File: config.mk
export PLATFORM = sky130hd
export DESIGN_NAME = mac_table_match
export DESIGN_NICKNAME = d
export VERILOG_FILES = /design/src/rtl/mac_table_pkg.sv /design/src/rtl/mac_table_match.sv
export SDC_FILE = /design/constraint.sdc
export NUM_CORES = 1
export LEC_CHECK = 0
export BUFFER_PORTS_ARGS = -buffer_cell sky130_fd_sc_hd__buf_2
export CORE_AREA = 2 2 636 638
export DETAILED_ROUTE_END_ITERATION = 16
export DIE_AREA = 0 0 638 640
export GPL_ROUTABILITY_DRIVEN = 0
export PLACE_DENSITY = 0.3
export SLEW_MARGIN = 20
export SYNTH_ARGS = -nofsm -noshare
export SYNTH_HDL_FRONTEND = slang
export SYNTH_SLANG_ARGS = --single-unit
File: constraint.sdc
create_clock -name vclk -period 1.82
set_clock_uncertainty 0.2 [all_clocks]
set_input_delay 0.182 -clock vclk [all_inputs]
set_output_delay 0.182 -clock vclk [all_outputs]
set_load 0.03 [all_outputs]
File: src/rtl/mac_table_pkg.sv
// Shared constants and encodings for the destination-MAC table manager.
// MAC_TABLE_AGING_EN adds the AGE_SCAN state.
package mac_table_pkg;

  localparam int NUM_ENTRIES = 32;
  localparam int IDX_W       = 5;
  localparam int MCAST_BIT   = 0;

  typedef logic [47:0]      mac_t;
  typedef logic [7:0]       port_t;
  typedef logic [IDX_W-1:0] idx_t;
  typedef logic [IDX_W:0]   cnt_t;

  typedef enum logic [1:0] {
    OP_WRITE  = 2'd0,
    OP_DELETE = 2'd1,
    OP_CLEAR  = 2'd2,
    OP_RSVD   = 2'd3
  } cfg_op_e;

  typedef enum logic [2:0] {
    S_IDLE    = 3'd0,
    S_CFG_WR  = 3'd1,
    S_LRN_CMP = 3'd2,
`ifdef MAC_TABLE_AGING_EN
    S_LRN_WR  = 3'd3,
    S_AGE_SCAN = 3'd4
`else
    S_LRN_WR  = 3'd3
`endif
  } state_e;

endpackage

File: src/rtl/mac_table_match.sv
// Parallel MAC hit vector and lowest-free-slot encoder over the table.
// Purely combinational; the caller registers the results.
module mac_table_match
  import mac_table_pkg::*;
(
  input  logic [NUM_ENTRIES-1:0] valid,
  input  mac_t [NUM_ENTRIES-1:0] mac,
  input  mac_t                   key,
  output logic [NUM_ENTRIES-1:0] hit,
  output logic                   free_any,
  output idx_t                   free_idx
);

  always_comb begin
    hit      = '0;
    free_any = 1'b0;
    free_idx = '0;
    for (int i = 0; i < NUM_ENTRIES; i++)
      hit[i] = valid[i] && (mac[i] == key);
    // Descending scan so the lowest free index wins.
    for (int i = NUM_ENTRIES - 1; i >= 0; i--) begin
      if (!valid[i]) begin
        free_any = 1'b1;
        free_idx = idx_t'(i);
      end
    end
  end

endmodule

==> results of run 1 <==
worst max-delay path, cell delays in order:
cell and delay, ns:
buf_12 0.11, buf_12 0.14, buf_8 0.15, xnor2_2 0.11, nand4_1 0.27, nor4_4 0.61, buf_4 0.25, nand3_4 0.13
nor4_4 0.47, buf_6 0.22
worst max-delay path by stage:
stage / from / to / slack, ns / depth (start not counted)
floorplan: key[30] / hit[21] / -0.18 / 7
CTS: key[43] / hit[30] / -1.57 / 10
finish: key[8] / hit[23] / -1.28 / 10
global placement: key[46] / hit[14] / -3.21 / 11
detailed placement: key[24] / hit[23] / -2.15 / 10
global route: key[23] / hit[30] / -1.40 / 11
layout by cell type (no fill, tap or decap), types with 61 or more instances in the layout:
master	Yosys	layout
buf_12	0	220
buf_2	127	1549
buf_4	26	537
buf_6	5	131
inv_1	74	67
nand4_1	177	177
nor4_1	253	134
nor4_2	2	69
o22ai_1	61	61
xnor2_1	488	388
xnor2_2	0	80
xor2_1	864	843
power groups by stage:
stage	sequential, mW	combinational (mW)	clock (mW)
after floorplan	0	3.84	0
after global placement	0	11.4	0
after detailed placement	0	11.3	0
after CTS	0	12.3	0
after global routing	0	13.1	0.00000180
final	0	12.6	0.00000374
through the flow:
stage | utilization, % | power, mW | TNS, ns | setup WS [ns]
after floorplan | - | 3.84 | -3.36 | -0.181
after global routing | 11.5 | 13.1 | -34.05 | -1.40
after global placement | 10.3 | 11.4 | -49.81 | -3.21
final | 11.5 | 12.6 | -31.75 | -1.28
after detailed placement | 10.3 | 11.3 | -46.53 | -2.15
after CTS | 11.1 | 12.3 | -34.61 | -1.57
layer usage:
metal	vias to the layer above	global-route usage (%)	share of wire, %
met3	523	3.58	7.4
met5	-	0	0.17
met2	2128	29.5	49
met1	15024	20.2	40
met4	90	5.11	4.1
li1	13181	-	-
kinds of logic after synthesis:
group / share of synthesized area, %
xor gates and xnor gates: 65.2
and+or+nand+nor: 18.8
buffers and inverters: 7.19
AOI/OAI and AO/OA: 8.82
cell type report:
type                            instances  area, µm²
Tap cell                             5287       6620
Multi-Input combinational cell       2137      19900
Inverter                               88        372
Antenna cell                           51        128
Fill cell                           46809     355000
Timing Repair Buffer                 2522      19400
what timing repair did:
action,in CTS,in global routing
resized for setup,540,238
setup endpoints to repair,38,38
cloned,1,0
setup buffers,83,56
pin swaps,153,158
==> reports/results.ini, run 1 <==
[grt]
antenna_found_initial = 182
grt_pass1_vias = 31582
grtUsageTotal_pct = 16.8
gr-total-overflow = 0
grt_pass1_wl_um = 423000
grt_max_degree = 20

[finish]
final_area_um2 = 46400
area_growth_pct = 155
regArea_um2 = 0
drive_above_1_share_pct = 60.2
fin_cells = 10085
fin_nets = 6365
seq_cells = 0
n_clock_buffer = 0

[synthesis]
yosysMostFrequentCell = xor2_1
synth_cell_type_count = 51
synth_cells = 2407
yosys_warnings = 0
synth.avg_cell_area_um2 = 7.55
synth_common_cells = xor2_1, xnor2_1, nor4_1
yosys.area.top_type_share_pct = 41.6
ys_top_cells_by_area = xor2_1, xnor2_1, nor4_1, nand4_1, buf_2
synth_nets = 4023
yosys.area.top_type = xor2_1
synth_area_um2 = 18200
yosysSeqAreaShare_pct = 0

[power_and_ir_drop]
power_density_nw_per_um2 = 271
leakagePower_nw = 19.6
power_frac_clock_pct = 0
combPwrFrac_pct = 100.0
swShare_pct = 56.7
ir_drop_v = 0.000135
p_sw_mw = 7.12
p_int_mw = 5.43
seq_power_share_pct = 0

[detailed_routing]
drc = 0
routed_via_density = 3.07
ant_nets = 0
drtIter0Drc = 3022
wl_um = 359000
detail_route.first_pass.iterations = 6
vias = 30946
wl_per_cell_um = 35.6

[timing]
relSlewSlack_pct = 38.2
fin_ws_ns = -1.28
finalCritPeriodShare_pct = 171
finalHoldViolCount = 0
worstMarginPinSlew_ns = 0.924
finalSetupViolCount = 34
drv_slew = 0
holdWs_ns = 0.609
fmax_ghz = 0.322
layout_min_cycle_time_ns = 3.10
grt_setup_unrepaired = yes

[critical_path]
crit_type = in2out
crit_path_start_kind = input port
crit_fanout = 3
worstPathRequired_ns = 1.44
crit_path_end_kind = primary output
worstPathArrival_ns = 2.72

[min_path]
holdCritPathClass = in2out
min_to = hit[25]
hold_start = valid[25]
holdPathStages = 4

[run_status]
violations = negative setup slack
status = complete, but fails checks

[die]
io_pins = 1654
die_area_um2 = 408000
initial_core_util_pct = 4.53
die_height_um = 640
dieWidth_um = 638
num_rows = 233
coreArea_um2 = 401000

[placed_design]
place_hpwl_um = 321000
io_buffers = 1654
placed_area_um2 = 41300
dp_cells = 9925

[job]
cap_viol_max_count = 0

[clocking]
hold_buffers = 0

No activity file was read; power rests on OpenSTA's default activity.
==> run 2: changes to the inputs <==
Settings changed: BUFFER_PORTS_ARGS -buffer_cell sky130_fd_sc_hd__buf_2 to not set, CORE_AREA 2 2 636 638 to 2 2 651 653, DIE_AREA 0 0 638 640 to 0 0 653 655, DONT_BUFFER_PORTS set to 1, SKIP_LAST_GASP set to 1.
==> run 2 against run 1 <==
  * The run still ends with negative setup slack left
  * Worst hold slack lost 0.15 ns
  * Wire length fell by 11%
  * Via count down 23%
  * Sequential cell count unchanged
  * Final cell count decreased by 20%
  * Setup slack got worse by 0.00069 ns
  * Die area increased by 4.7%
  * Total power shrank 58%
  * Cell area shrank 34%
  * Critical path depth decreased by 2
==> reports/results.ini, run 2 (synthesized netlist as in run 1, its figures left out) <==
[finish]
fillers = 49491  ; +5.7%
drive_above_1_share_pct = 23.6  ; -37 points
area_growth_pct = 68.7
regArea_um2 = 0  ; unchanged
fin_nets = 4133  ; -35%
n_clock_buffer = 0  ; unchanged
seq_cells = 0  ; unchanged
layout_commonest_cell = xor2_1
mostFrequentLayoutCells = xor2_1, xnor2_1, nand4_1, buf_4, nor4_1

[power_and_ir_drop]
ir_drop_v = 0.0000792  ; -41%
power_density_nw_per_um2 = 171  ; -37%
leakagePower_nw = 9.03  ; -54%
power.total_mw = 5.23  ; -58%

[run_status]
status = complete, but fails checks
violations = negative setup slack

[die]
die_height_um = 655  ; +2.3%
coreArea_um2 = 422000  ; +5.0%
die_area_um2 = 428000  ; +4.7%
io_pins = 1654  ; unchanged
initial_core_util_pct = 4.31  ; -0.22 points
num_rows = 239  ; +2.6%
dieWidth_um = 653  ; +2.4%

[critical_path]
cp_slowest_cell = nor4_4
slowest_delay_ns = 0.53  ; -0.08 ns
crit_type = in2out
worstPathRequired_ns = 1.44  ; about the same
crit_chain = xnor2_1 -> buf_4 -> nand4_1 -> nor4_4 -> buf_12 -> nand4_1 -> nor4_4 -> buf_12
crit_fanout = 27  ; +24
worstPathArrival_ns = 2.72  ; about the same
crit_path_start_kind = input port
path_buf_inv = 3  ; -2
crit_path_end_kind = primary output
cp_top_family = simple AND/OR/NAND/NOR gates

[detailed_routing]
detail_route.first_pass.iterations = 6  ; unchanged
routed_via_density = 2.94  ; -4.1%
drc = 0  ; unchanged
vias = 23857  ; -23%
wl_um = 319000  ; -11%
drtIter0Drc = 3118  ; +3.2%
ant_nets = 0  ; unchanged
wl_per_cell_um = 39.3  ; +10%

[timing]
fmax_ghz = 0.322  ; about the same
worstMarginPinSlew_ns = 0.931  ; +0.00614 ns
relSlewSlack_pct = 37.8  ; -0.39 points
finalSetupViolCount = 32  ; -5.9%
layout_min_cycle_time_ns = 3.10  ; +0.000690 ns
fin_ws_ns = -1.28  ; -0.000690 ns
drv_slew = 0  ; unchanged
grt_setup_unrepaired = yes
finalCritPeriodShare_pct = 171  ; about the same
finalHoldViolCount = 0  ; unchanged

[grt]
gr-total-overflow = 0  ; unchanged
grt_pass1_wl_um = 365000  ; -14%
antenna_found_initial = 82  ; -55%
grtUsageTotal_pct = 14.0  ; -2.7 points
grt_max_degree = 36  ; +80%
grt_pass1_vias = 23875  ; -24%

[placed_design]
io_buffers = 0  ; -100%
pre_cts_ws_ns = -1.68  ; +0.471 ns
place_hpwl_um = 241000  ; -25%

[min_path]
holdCritPathClass = in2out

[job]
cap_viol_max_count = 0  ; unchanged

## run 2: final timing paths
kind              depth (start not counted)       from      end
setup / recovery                          8    key[11]  hit[16]
hold / removal                            3  valid[24]  hit[24]
## run 2: what timing repair did
action	4_1_cts	5_1_grt
endpoints found under the setup margin	33	34
gates resized for setup	244	102
cloned	0	0
pin swaps	140	96
hold buffers	0	0
buffers inserted	8	2
## run 2: per-layer routing
| layer | vias to the layer above | track usage [%] | wire, µm |
|---|---|---|---|
| li1 | 8658 | - | - |
| met1 | 11895 | 15.2 | 117000 |
| met2 | 2660 | 22.8 | 147000 |
| met3 | 607 | 6.56 | 35800 |
| met4 | 37 | 6.88 | 17200 |
| met5 | - | 1.70 | 1640 |
## run 2: through the flow
step	instance area (µm²)	util (%)	hold WS, ns	cells	TNS (ns)
finish	30700	7.27	0.458	8103	-21.26
global route	30600	7.26	0.454	8086	-19.91
floorplan	20000	-	0.332	2407	-3.36
global placement	28100	6.66	0.487	8049	-26.85
CTS	29800	7.07	0.474	8057	-18.24
detailed placement	28200	6.69	0.488	8053	-24.71
## run 2: final cells by class
type | instances | area [µm²] | share of cell area, %
diodes | 45 | 113 | 0.367
inverters | 88 | 410 | 1.34
well taps | 5543 | 6940 | 22.6
multi-input cells | 2137 | 19800 | 64.6
repair buffers | 290 | 3400 | 11.1
## run 2: where the power goes
group	total [mW]	internal (mW)	switching [mW]
registers	0	0	0
logic	5.23	2.60	2.63
clock network	0.00000347	0.00000347	0
total	5.23	2.60	2.63
